File: src/rtl/alu_rr_arbiter_if.sv
// Bundle of requester, ALU and response signals for alu_rr_arbiter.
// master = the arbiter, slave = requesters/ALU/response consumer.
interface alu_rr_arbiter_if #(
   parameter int NUM_REQ = 2,
   parameter int ID_W    = (NUM_REQ > 2) ? $clog2(NUM_REQ) : 1
);
   logic [NUM_REQ-1:0]   req_valid;
   logic [NUM_REQ-1:0]   req_ready;
   logic [4*NUM_REQ-1:0] req_a;
   logic [4*NUM_REQ-1:0] req_b;
   logic [4*NUM_REQ-1:0] req_op;
   logic [3:0]           alu_a;
   logic [3:0]           alu_b;
   logic [3:0]           alu_uc;
   logic [3:0]           alu_result;
   logic [3:0]           alu_flags;
   logic                 rsp_valid;
   logic                 rsp_ready;
   logic [ID_W-1:0]      rsp_id;
   logic [3:0]           rsp_result;
   logic [3:0]           rsp_flags;
   logic                 rsp_err;

   modport master (
      input  req_valid, req_a, req_b, req_op, alu_result, alu_flags, rsp_ready,
      output req_ready, alu_a, alu_b, alu_uc, rsp_valid, rsp_id, rsp_result,
             rsp_flags, rsp_err
   );

   modport slave (
      output req_valid, req_a, req_b, req_op, alu_result, alu_flags, rsp_ready,
      input  req_ready, alu_a, alu_b, alu_uc, rsp_valid, rsp_id, rsp_result,
             rsp_flags, rsp_err
   );
endinterface

File: src/rtl/alu_rr_arbiter.sv
// Round-robin arbiter sharing one 4-bit ALU among NUM_REQ requesters, with a tagged response.
// Define ALU_ARB_FIXED_PRIO_EN for fixed lowest-index-wins priority (no rotating pointer).
module alu_rr_arbiter #(
   parameter int NUM_REQ = 2,
   parameter int ID_W    = (NUM_REQ > 2) ? $clog2(NUM_REQ) : 1
) (
   input  logic               clk,
   input  logic               rst,
   alu_rr_arbiter_if.master   bus
);
   typedef enum logic [1:0] {IDLE, EXEC, RESP} state_t;

   state_t             state_q, state_d;
   logic [ID_W-1:0]    base;
   logic [ID_W-1:0]    win;
   logic               found;
   logic [NUM_REQ-1:0] grant;
   logic [3:0]         win_a, win_b, win_op;
   logic [ID_W-1:0]    id_q;
   logic               err_q;
   logic [3:0]         alu_a_q, alu_b_q, alu_uc_q;
   logic               rsp_valid_q, rsp_err_q;
   logic [ID_W-1:0]    rsp_id_q;
   logic [3:0]         rsp_result_q, rsp_flags_q;

`ifdef ALU_ARB_FIXED_PRIO_EN
   assign base = '0;
`else
   logic [ID_W-1:0] rr_ptr_q, rr_ptr_d;

   // Next search starts just past the requester that was last served.
   assign rr_ptr_d = (int'(id_q) == NUM_REQ - 1) ? '0 : id_q + ID_W'(1);

   always_ff @(posedge clk or posedge rst) begin
      if (rst)                                  rr_ptr_q <= '0;
      else if (state_q == RESP && bus.rsp_ready) rr_ptr_q <= rr_ptr_d;
   end

   assign base = rr_ptr_q;
`endif

   always_comb begin
      found = 1'b0;
      win   = '0;
      for (int k = 0; k < NUM_REQ; k++) begin
         if (!found && bus.req_valid[(int'(base) + k) % NUM_REQ]) begin
            found = 1'b1;
            win   = ID_W'((int'(base) + k) % NUM_REQ);
         end
      end
   end

   assign win_a  = bus.req_a[4*int'(win) +: 4];
   assign win_b  = bus.req_b[4*int'(win) +: 4];
   assign win_op = bus.req_op[4*int'(win) +: 4];

   always_comb begin
      state_d = state_q;
      grant   = '0;
      case (state_q)
         IDLE: if (found) begin
            grant[win] = 1'b1;
            state_d    = EXEC;
         end
         EXEC: state_d = RESP;
         RESP: if (bus.rsp_ready) state_d = IDLE;
         default: state_d = IDLE;
      endcase
   end

   always_ff @(posedge clk or posedge rst) begin
      if (rst) begin
         state_q      <= IDLE;
         id_q         <= '0;
         err_q        <= 1'b0;
         alu_a_q      <= '0;
         alu_b_q      <= '0;
         alu_uc_q     <= '0;
         rsp_valid_q  <= 1'b0;
         rsp_id_q     <= '0;
         rsp_result_q <= '0;
         rsp_flags_q  <= '0;
         rsp_err_q    <= 1'b0;
      end else begin
         state_q <= state_d;
         case (state_q)
            IDLE: if (found) begin
               alu_a_q  <= win_a;
               alu_b_q  <= win_b;
               alu_uc_q <= win_op;
               id_q     <= win;
               err_q    <= (win_op > 4'd6);
            end
            // Illegal opcodes return zeros regardless of what the ALU produced.
            EXEC: begin
               rsp_result_q <= err_q ? 4'd0 : bus.alu_result;
               rsp_flags_q  <= err_q ? 4'd0 : bus.alu_flags;
               rsp_err_q    <= err_q;
               rsp_id_q     <= id_q;
               rsp_valid_q  <= 1'b1;
            end
            RESP: if (bus.rsp_ready) rsp_valid_q <= 1'b0;
            default: ;
         endcase
      end
   end

   assign bus.req_ready  = grant;
   assign bus.alu_a      = alu_a_q;
   assign bus.alu_b      = alu_b_q;
   assign bus.alu_uc     = alu_uc_q;
   assign bus.rsp_valid  = rsp_valid_q;
   assign bus.rsp_id     = rsp_id_q;
   assign bus.rsp_result = rsp_result_q;
   assign bus.rsp_flags  = rsp_flags_q;
   assign bus.rsp_err    = rsp_err_q;
endmodule

File: src/flat_wrapper.sv
// flat-port wrapper written by rule: the top's interface ports become plain ports
module alu_rr_arbiter_flat 
#(
   parameter int NUM_REQ = 2,
   parameter int ID_W    = (NUM_REQ > 2) ? $clog2(NUM_REQ) : 1
)
  (clk, rst, bus_req_valid, bus_req_a, bus_req_b, bus_req_op, bus_alu_result, bus_alu_flags, bus_rsp_ready, bus_req_ready, bus_alu_a, bus_alu_b, bus_alu_uc, bus_rsp_valid, bus_rsp_id, bus_rsp_result, bus_rsp_flags, bus_rsp_err);
  alu_rr_arbiter_if #(.NUM_REQ(NUM_REQ), .ID_W(ID_W)) bus_i ();
  input  logic clk;
  input  logic rst;
  input wire logic [$bits(bus_i.req_valid)-1:0] bus_req_valid;
  input wire logic [$bits(bus_i.req_a)-1:0] bus_req_a;
  input wire logic [$bits(bus_i.req_b)-1:0] bus_req_b;
  input wire logic [$bits(bus_i.req_op)-1:0] bus_req_op;
  input wire logic [$bits(bus_i.alu_result)-1:0] bus_alu_result;
  input wire logic [$bits(bus_i.alu_flags)-1:0] bus_alu_flags;
  input wire logic [$bits(bus_i.rsp_ready)-1:0] bus_rsp_ready;
  output wire logic [$bits(bus_i.req_ready)-1:0] bus_req_ready;
  output wire logic [$bits(bus_i.alu_a)-1:0] bus_alu_a;
  output wire logic [$bits(bus_i.alu_b)-1:0] bus_alu_b;
  output wire logic [$bits(bus_i.alu_uc)-1:0] bus_alu_uc;
  output wire logic [$bits(bus_i.rsp_valid)-1:0] bus_rsp_valid;
  output wire logic [$bits(bus_i.rsp_id)-1:0] bus_rsp_id;
  output wire logic [$bits(bus_i.rsp_result)-1:0] bus_rsp_result;
  output wire logic [$bits(bus_i.rsp_flags)-1:0] bus_rsp_flags;
  output wire logic [$bits(bus_i.rsp_err)-1:0] bus_rsp_err;
  assign bus_i.req_valid = bus_req_valid;
  assign bus_i.req_a = bus_req_a;
  assign bus_i.req_b = bus_req_b;
  assign bus_i.req_op = bus_req_op;
  assign bus_i.alu_result = bus_alu_result;
  assign bus_i.alu_flags = bus_alu_flags;
  assign bus_i.rsp_ready = bus_rsp_ready;
  assign bus_req_ready = bus_i.req_ready;
  assign bus_alu_a = bus_i.alu_a;
  assign bus_alu_b = bus_i.alu_b;
  assign bus_alu_uc = bus_i.alu_uc;
  assign bus_rsp_valid = bus_i.rsp_valid;
  assign bus_rsp_id = bus_i.rsp_id;
  assign bus_rsp_result = bus_i.rsp_result;
  assign bus_rsp_flags = bus_i.rsp_flags;
  assign bus_rsp_err = bus_i.rsp_err;
  alu_rr_arbiter #(.NUM_REQ(NUM_REQ), .ID_W(ID_W)) u_core (.clk(clk), .rst(rst), .bus(bus_i));
endmodule
File: config.mk
export PLATFORM = sky130hd
export DESIGN_NAME = alu_rr_arbiter_flat
export DESIGN_NICKNAME = d
export VERILOG_FILES = /design/src/rtl/alu_rr_arbiter_if.sv /design/src/rtl/alu_rr_arbiter.sv /design/src/flat_wrapper.sv
export SDC_FILE = /design/constraint.sdc
export NUM_CORES = 1
export LEC_CHECK = 0
export ABC_CLOCK_PERIOD_IN_PS = 1400
export BUFFER_PORTS_ARGS = -buffer_cell sky130_fd_sc_hd__buf_2
export CELL_PAD_IN_SITES_DETAIL_PLACEMENT = 1
export CELL_PAD_IN_SITES_GLOBAL_PLACEMENT = 2
export CORE_MARGIN = 3
export CORE_UTILIZATION = 27
export CTS_CLUSTER_DIAMETER = 50
export DETAILED_ROUTE_END_ITERATION = 7
export MAX_ROUTING_LAYER = met4
export PLACE_DENSITY = 0.8
export SLEW_MARGIN = 15
export SYNTH_ARGS = -nofsm -noshare
export SYNTH_HDL_FRONTEND = slang
export SYNTH_SLANG_ARGS = --single-unit
File: constraint.sdc
create_clock -name clk -period 1.4 [get_ports clk]
set_clock_uncertainty 0.15 [all_clocks]
set_input_delay 0.28 -clock clk [delete_from_list [all_inputs] [get_ports clk]]
set_output_delay 0.28 -clock clk [all_outputs]
set_load 0.01 [all_outputs]
* Yosys cells after proc, flatten, opt, wreduce, memory -nomap -nowiden *
Cells that the tools add are included.

storage, ports and cells
  bits in registers = 28
  latch bits = 0
  memory bits (writable) = 0
  ROM bits = 0
  output and inout port bits = 25
  word-level logic and storage cells = 57
  memories kept = 0

operators by class
  add/subtract/negate cells = 2
  multipliers = 0
  divide/modulo/power cells = 0
  order comparisons = 5
  eq/ne operators = 4
  shifts and indexed selects = 3
  multiplexer cells = 21
  bitwise logic cells = 1
  reduce and logical (&&, ||, !) cells = 9

operators by type and width
  cell                 count
  $shiftx 8x4->4       3
  $mux 1               12
  $mux 2               4
  $mux 4               2
  $pmux 2 s3           1
  $reduce_and 2->1     3
  $gt 4x3->1 const B   1
  $lt 1x2->1 const B   2
  $logic_and 1x1->1    3
  $lt 2x3->1 const B   1
  $add 1x1->1 const B  2
  $eq 2x1->1 const B   1
  $eq 2x2->1 const B   1
  $logic_not 2->1      1
  $ne 2x1->1 const B   1
  $ne 2x2->1 const B   1
  $pmux 1 s2           1
  $reduce_bool 2->1    1
  $and 1x1->1 const A  1
  $demux 1 s1          1
  $ge 1x1->1 const B   1
  $logic_not 1->1      1

* Depth between registers and ports, before layout *
Gate-level depths: netlist of the first run.

  word-level depth = 13
  gate-level depth with buffers = 7
  gate-level depth less buffers = 4

* Least setup slack after synthesis of the first run *
Ideal clock, no wire load.

  path type = reg-to-output
  start = register u_core.rr_ptr_q (netlist: u_core.base)
  end = output port bus_req_ready[0]
  arrival = 1022 ps
  required time = 970 ps
  setup slack = -52 ps
  stages on the path, launching flop included = 4
  path through = dfrtp_1 nand2b_1 clkbuf_1 a21oi_1

on the way
  cells in the longest elaborated chain, start to end = 12
  elaborated cells on any way between the ends = 19
  classes of those cells = add/sub (1); order compare (2); mux (13); reduce/logical (3)

ends and longest elaborated chain
  element                                                                 line                                        RTL
  start, declared                                                         alu_rr_arbiter.sv:29                        logic [ID_W-1:0] rr_ptr_q, rr_ptr_d;
  start signal, assigned                                                  alu_rr_arbiter.sv:36                        else if (state_q == RESP && bus.rsp_ready) rr_ptr_q <= rr_ptr_d;
  $add 1x1->1 / $mux 1 (equally long branches)                            alu_rr_arbiter.sv:46, alu_rr_arbiter.sv:48
  $mux 1 (implied by the code) (2 in a row)                               alu_rr_arbiter.sv:46                        if (!found && bus.req_valid[(int'(base) + k) % NUM_REQ]) begin
  $mux 1 (implied by the code) / $logic_not 1->1 (equally long branches)  alu_rr_arbiter.sv:46
  $logic_and 1x1->1                                                       alu_rr_arbiter.sv:46
  $mux 1                                                                  alu_rr_arbiter.sv:46
  $lt 1x2->1 (implied by the code) / $ge 1x1->1 (equally long branches)   alu_rr_arbiter.sv:62                        grant[win] = 1'b1;
  $logic_and 1x1->1 (implied by the code)                                 alu_rr_arbiter.sv:62
  $mux 1 (implied by the code)                                            alu_rr_arbiter.sv:62
  $demux 1 s1                                                             -
  $mux 2 (*)                                                              alu_rr_arbiter.sv:61                        IDLE: if (found) begin
  $mux 2 (*)                                                              alu_rr_arbiter.sv:60                        case (state_q)
  end, declared                                                           flat_wrapper.sv:18                          output wire logic [$bits(bus_i.req_ready)-1:0] bus_req_ready;

Every way passes the cells marked *; elsewhere a longest branch is shown, timed or not. The select of a mux whose other input is x is not followed.

* Worst setup path in the final report of the first run *
Ends and elaborated chain as after synthesis.

==> results of run 1 <==
[worst min-delay path, delay by kind of cell]
family,cells,cell delay [ns]
AO/OA/AOI/OAI,1,0.05
AND/OR/NAND/NOR,1,0.06
buffers and inverters,1,0.10
[state kept, by name (all words and copies together), names as in the netlist]
name,cells
u_core.bus.alu_b,4
u_core.bus.rsp_id,1
u_core.bus.rsp_valid,1
u_core.bus.rsp_flags,4
u_core.state_q,2
u_core.bus.alu_uc,4
u_core.id_q,1
u_core.err_q,1
u_core.base,1
u_core.bus.alu_a,4
u_core.bus.rsp_err,1
u_core.bus.rsp_result,4
[power by group through the flow]
| stage | Combinational (mW) | Clock, mW | Sequential [mW] |
|---|---|---|---|
| after floorplan | 1.04 | 0 | 1.58 |
| after global placement | 1.82 | 0 | 1.46 |
| after detailed placement | 1.87 | 0 | 1.47 |
| after CTS | 2.03 | 0.525 | 1.46 |
| after global routing | 2.26 | 0.559 | 1.51 |
| final | 2.06 | 0.502 | 1.45 |
[final timing paths]
check	to	depth (start not counted)
worst min register to register	u_core.bus.rsp_result[0]	2
worst min-delay path	u_core.bus.rsp_result[0]	3
worst max register to register	u_core.bus.rsp_err	4
min in group asynchronous	u_core.bus.rsp_flags[3]	4
max in group asynchronous	u_core.bus.rsp_flags[2]	4
worst max-delay path	bus_req_ready[0]	4
[layer usage]
metal | up-vias | GRT usage, % | wire length [µm]
li1 | 639 | - | -
met1 | 612 | 16.0 | 1740
met2 | 47 | 24.4 | 2030
met3 | 2 | 2.98 | 257
met4 | 0 | 1.57 | 19
met5 | - | - | 0
[area by class of cell]
cell class | count | area, µm²
Timing Repair Buffer | 82 | 484
Clock buffer | 4 | 55.1
Fill cell | 598 | 2920
Sequential cell | 28 | 701
Tap cell | 67 | 83.8
Multi-Input combinational cell | 95 | 654
Inverter | 4 | 17.5
[kinds of logic (layout without fill, tap and decap cells)]
group | after synthesis | in the layout
compound gates | 54 | 54
simple gates | 39 | 39
flops | 28 | 28
buf+inv | 15 | 90
mux | 2 | 2
[stage by stage]
step                std cells  hold slack, ns
finish                    280          0.0922
global route              280          0.0934
CTS                       278          0.0846
detailed placement        270           0.219
global placement          270           0.214
floorplan                 138           0.195
[what timing repair did]
| action | 4_1_cts | 5_1_grt |
|---|---|---|
| pin swaps | 2 | 8 |
| hold endpoints to repair | 28 | 0 |
| gates cloned | 0 | 1 |
| resized for setup | 10 | 12 |
| endpoints found under the setup margin | 3 | 14 |
| setup buffers | 4 | 3 |
| hold buffers | 1 | 0 |
[cell usage in the layout, fill, tap and decap left out, types with 2 or more instances in the layout]
cell type / n
buf_2: 61
dfrtp_1: 28
buf_4: 15
o21ai_0: 13
nand3_1: 13
o21ai_1: 10
a21oi_2: 10
nand2b_1: 9
nand2_1: 9
a31oi_2: 9
a31oi_1: 5
buf_6: 5
clkbuf_8: 4
inv_1: 3
a21oi_1: 3
nand2b_4: 2
mux2_1: 2
==> impl_metrics.py, run 1 <==
metrics = {
    "layout": {
        "final_area_um2": 2000,
        "diodes": 0,
        "drive_gt1_share_pct": 51.6,
        "final_core_util_pct": 40.6,
        "nets": 251,
        "area_growth_pct": 40.8,
    },
    "setup_path": {
        "critPathArrivalTime_ns": 1.19,
        "crit_type": "reg2out",
        "timing.rr.start": "u_core.state_q[1]",
        "crit_family": "flip-flops",
        "cp_num_buf_inv": 2,
        "path_max_fanout": 3,
        "critPathSlowestCell": "dfrtp_1",
        "path_cells": "nand2b_4 -> buf_6 -> a21oi_2 -> buf_2",
        "end_kind": "output pin",
        "worst_path_largest_cell_delay_ns": 0.41,
        "worstPathRequired_ns": 0.97,
        "r2r_slack_ns": -0.04,
        "startpoint_type": "flop",
        "startpoint": "u_core.base",
    },
    "yosys": {
        "synth_nets": 175,
        "syn_area_um2": 1420,
        "synthFlopType": "dfrtp_1",
        "synth-xor-area-share_pct": 0,
        "async_flop_share_pct": 100,
        "yosys.area.top_type_share_pct": 49.4,
        "syn_area_per_cell_um2": 10.3,
        "synth_common_cells": "28 x dfrtp_1, 23 x o21ai_0, 13 x nand3_1",
        "synth.most_common_cell": "dfrtp_1",
        "synth.mux.area_fraction_pct": 1.59,
        "synth-simple-area-share_pct": 14.9,
        "ys_types": 26,
        "synthAdderAreaFrac_pct": 0,
        "synth-seq-cells": 28,
        "yosysWarnings": 0,
        "synth_edf_count": 0,
        "ys_seq_area_share_pct": 49.4,
        "syn_inst": 138,
        "yosys.area.top_type": "dfrtp_1",
        "synth_area_leaders": "dfrtp_1 49%, o21ai_0 8.1%, a31oi_2 7.9%",
        "synth_compound_area_share_pct": 27.4,
        "synth_top_family_by_area": "compound AO/OA/AOI/OAI gates",
    },
    "pwr": {
        "swShare_pct": 39.7,
        "intPower_mw": 2.42,
        "total_power_mw": 4.02,
        "pwr_density_cell_nw_per_um2": 2010,
        "comb_power_share_pct": 51.3,
        "p_sw_mw": 1.59,
        "leakage_nw": 0.934,
        "vdd_drop_max_mv": 0.594,
        "power_frac_clock_pct": 12.5,
        "seqPwrFrac_pct": 36.2,
    },
    "clock_tree": {
        "root_buffer": "clkbuf_8",
        "cts.sinks": 28,
        "clk_latency_ns": 0.27,
        "path_clk_slew_ns": 0.10,
        "h-tree-depth": 1,
        "cts_tree": "built",
        "numCtsBuffers": 3,
        "cts_max_path_buffers": 2,
    },
    "sta": {
        "setup_viol": 7,
        "fin_ws_ns": -0.224,
        "grt_setup_unrepaired": "yes",
        "finalMaxSlewViolations": 0,
        "timing.fmax_mhz": 616,
        "slew_headroom_pct": 76.1,
        "period_minus_slack_ns": 1.62,
        "finalSetupTns_ns": -0.503,
        "report.final.hold_viol_count": 0,
        "period_share_pct": 116,
        "worst_pin_slew_ns": 0.359,
    },
    "drt": {
        "routed_wl_mm": 4.04,
        "drc": 0,
        "postRouteAntennaNets": 0,
        "routed_via_density": 4.64,
        "wl_per_cell_um": 14.4,
        "vias": 1300,
        "dr.pass1.iters": 4,
        "drt_iter0_markers": 16,
    },
    "global_route": {
        "grt_pass1_wl_mm": 6.38,
        "grt_overflow": 0,
        "grt_util_all_layers_pct": 13.6,
        "grt_max_degree": 29,
        "antenna_found_initial": 0,
        "grt_pass1_vias": 1353,
    },
    "min_path": {
        "min_path_type": "in2reg",
        "min_from": "bus_alu_result[0]",
    },
    "status": {
        "status": "complete, but fails checks",
        "violations": "negative setup slack",
    },
    "placement": {
        "dp_hpwl_mm": 3.10,
        "pre_cts_ws_ns": -0.0656,
        "post_dp_cell_area_um2": 1850,
        "port_buffers": 61,
        "gp_congestion": 0.742,
    },
    "floorplanning": {
        "io_pins": 62,
        "die_w_um": 78.5,
        "die-area_um2": 6160,
        "die_h_um": 78.5,
        "core_um2": 4910,
        "initial_core_util_pct": 28.9,
        "row_count": 25,
    },
    "job": {
        "max-cap-violations": 0,
    },
}
Power figures use the tool's default switching activity.
==> run 2: changes to the inputs <==
CORE_MARGIN = not set   (was 3)
==> impl_metrics.py, run 2 (same netlist as run 1, synthesis figures left out) <==
metrics = {
    "placement": {
        "port_buffers": 61,
        "gp_congestion": 0.722,
        "dp_hpwl_mm": 2.79,
        "pre_cts_ws_ns": -0.0547,
        "post_dp_cell_area_um2": 1810,
    },
    "floorplanning": {
        "die_h_um": 74.5,
        "row_count": 26,
        "core_um2": 5070,
        "die_w_um": 74.5,
        "initial_core_util_pct": 27.9,
        "io_pins": 62,
        "die-area_um2": 5540,
    },
    "setup_path": {
        "critPathSlowestCell": "dfrtp_1",
        "startpoint_type": "flop",
        "end_kind": "output pin",
        "worstPathRequired_ns": 0.97,
        "path_max_fanout": 3,
        "path_cells": "nor2_4 -> and3_4 -> buf_6",
        "critPathArrivalTime_ns": 1.16,
        "crit_type": "reg2out",
        "worst_path_largest_cell_delay_ns": 0.42,
    },
    "sta": {
        "report.final.hold_viol_count": 0,
        "finalMaxSlewViolations": 0,
        "worst_pin_slew_ns": 0.368,
        "setup_viol": 13,
        "period_share_pct": 114,
        "grt_setup_unrepaired": "yes",
        "timing.fmax_mhz": 629,
        "finalSetupTns_ns": -0.769,
        "slew_headroom_pct": 75.4,
        "fin_ws_ns": -0.191,
        "period_minus_slack_ns": 1.59,
    },
    "drt": {
        "wl_per_cell_um": 14.4,
        "vias": 1299,
        "routed_wl_mm": 4.07,
        "drc": 0,
        "dr.pass1.iters": 2,
        "postRouteAntennaNets": 0,
        "drt_iter0_markers": 38,
        "routed_via_density": 4.59,
    },
    "clock_tree": {
        "path_clk_slew_ns": 0.10,
        "cts_max_path_buffers": 2,
        "cts.sinks": 28,
        "root_buffer": "clkbuf_8",
        "numCtsBuffers": 3,
        "clk_latency_ns": 0.27,
        "h-tree-depth": 1,
        "cts_tree": "built",
    },
    "layout": {
        "final_area_um2": 2070,
        "multiInputGateArea_um2": 667,
        "area_growth_pct": 46.0,
        "mostFrequentLayoutCells": "60 x buf_2, 28 x dfrtp_1, 14 x o21ai_1, 14 x buf_4, 13 x nand3_1",
        "nets": 252,
        "nFillCells": 627,
        "diodes": 0,
        "final_core_util_pct": 40.8,
        "drive_gt1_share_pct": 53.1,
        "regArea_um2": 701,
        "mostFrequentLayoutCell": "buf_2",
    },
    "global_route": {
        "grt_pass1_vias": 1282,
        "antenna_found_initial": 0,
        "grt_util_all_layers_pct": 14.7,
        "grt_pass1_wl_mm": 6.06,
        "grt_max_degree": 29,
        "grt_overflow": 0,
    },
    "pwr": {
        "pwr_density_cell_nw_per_um2": 2100,
        "leakage_nw": 0.963,
        "total_power_mw": 4.34,
        "vdd_drop_max_mv": 0.693,
    },
    "job": {
        "max-cap-violations": 0,
    },
    "status": {
        "violations": "negative setup slack",
        "status": "complete, but fails checks",
    },
    "min_path": {
        "min_path_type": "in2reg",
    },
}
-- run 2: worst max-delay path: cells and delay by family (launching register included) --
kind / cells / cell delay [ns]
buffers and inverters: 1 / 0.10
DFF: 1 / 0.42
and+or+nand+nor: 2 / 0.38
-- run 2: stage by stage --
stage          hold WS, ns  instances
6_report            0.0440        283
5_1_grt             0.0658        283
4_1_cts             0.0649        277
3_5_place_dp         0.226        268
3_3_place_gp         0.222        268
2_1_floorplan        0.195        138
-- run 2: cell type report --
type	count	share of cell area (%)
well taps	70	4.23
inverters	4	1.33
flip-flops and latches	28	33.9
repair buffers	82	25.8
multi-input cells	95	32.2
repair inverters	1	0.544
clock buffers	3	2.00
-- run 2: repair_timing --
| action | CTS | global route |
|---|---|---|
| hold endpoints to repair | 28 | 0 |
| gates resized for setup | 9 | 28 |
| pin swaps | 2 | 3 |
| hold buffers | 1 | 0 |
| endpoints found under the setup margin | 3 | 25 |
| setup buffers | 5 | 5 |
| cloned | 0 | 4 |
-- run 2: per-layer routing --
layer  part of all wire, %  up-vias  global-route usage, %
met5                     0        -                      -
met4                     0        0                   1.89
met3                   4.9        0                   2.17
met2                    51       43                   25.1
met1                    44      614                   18.7
li1                      -      642                      -
-- run 2: report_power, final --
group	switching [mW]	leakage (nW)	total, mW	internal [mW]
registers	0.272	0.334	1.46	1.19
logic	1.19	0.607	2.44	1.26
clock network	0.238	0.0216	0.431	0.193
total	1.70	0.963	4.34	2.64
-- run 2: worst paths after layout --
kind,slack (ns),to,start,depth (start not counted)
setup / recovery,-0.19,bus_req_ready[1],u_core.state_q[0],3
hold / removal,0.04,u_core.state_q[1],bus_rsp_ready,2
setup reg to reg,-0.11,u_core.bus.rsp_err,u_core.state_q[0],5
hold reg to reg,0.34,u_core.bus.rsp_flags[2],u_core.bus.rsp_flags[2],2
max in group asynchronous,0.36,u_core.bus.rsp_err,rst,4
min in group asynchronous,0.47,u_core.bus.alu_uc[0],rst,4
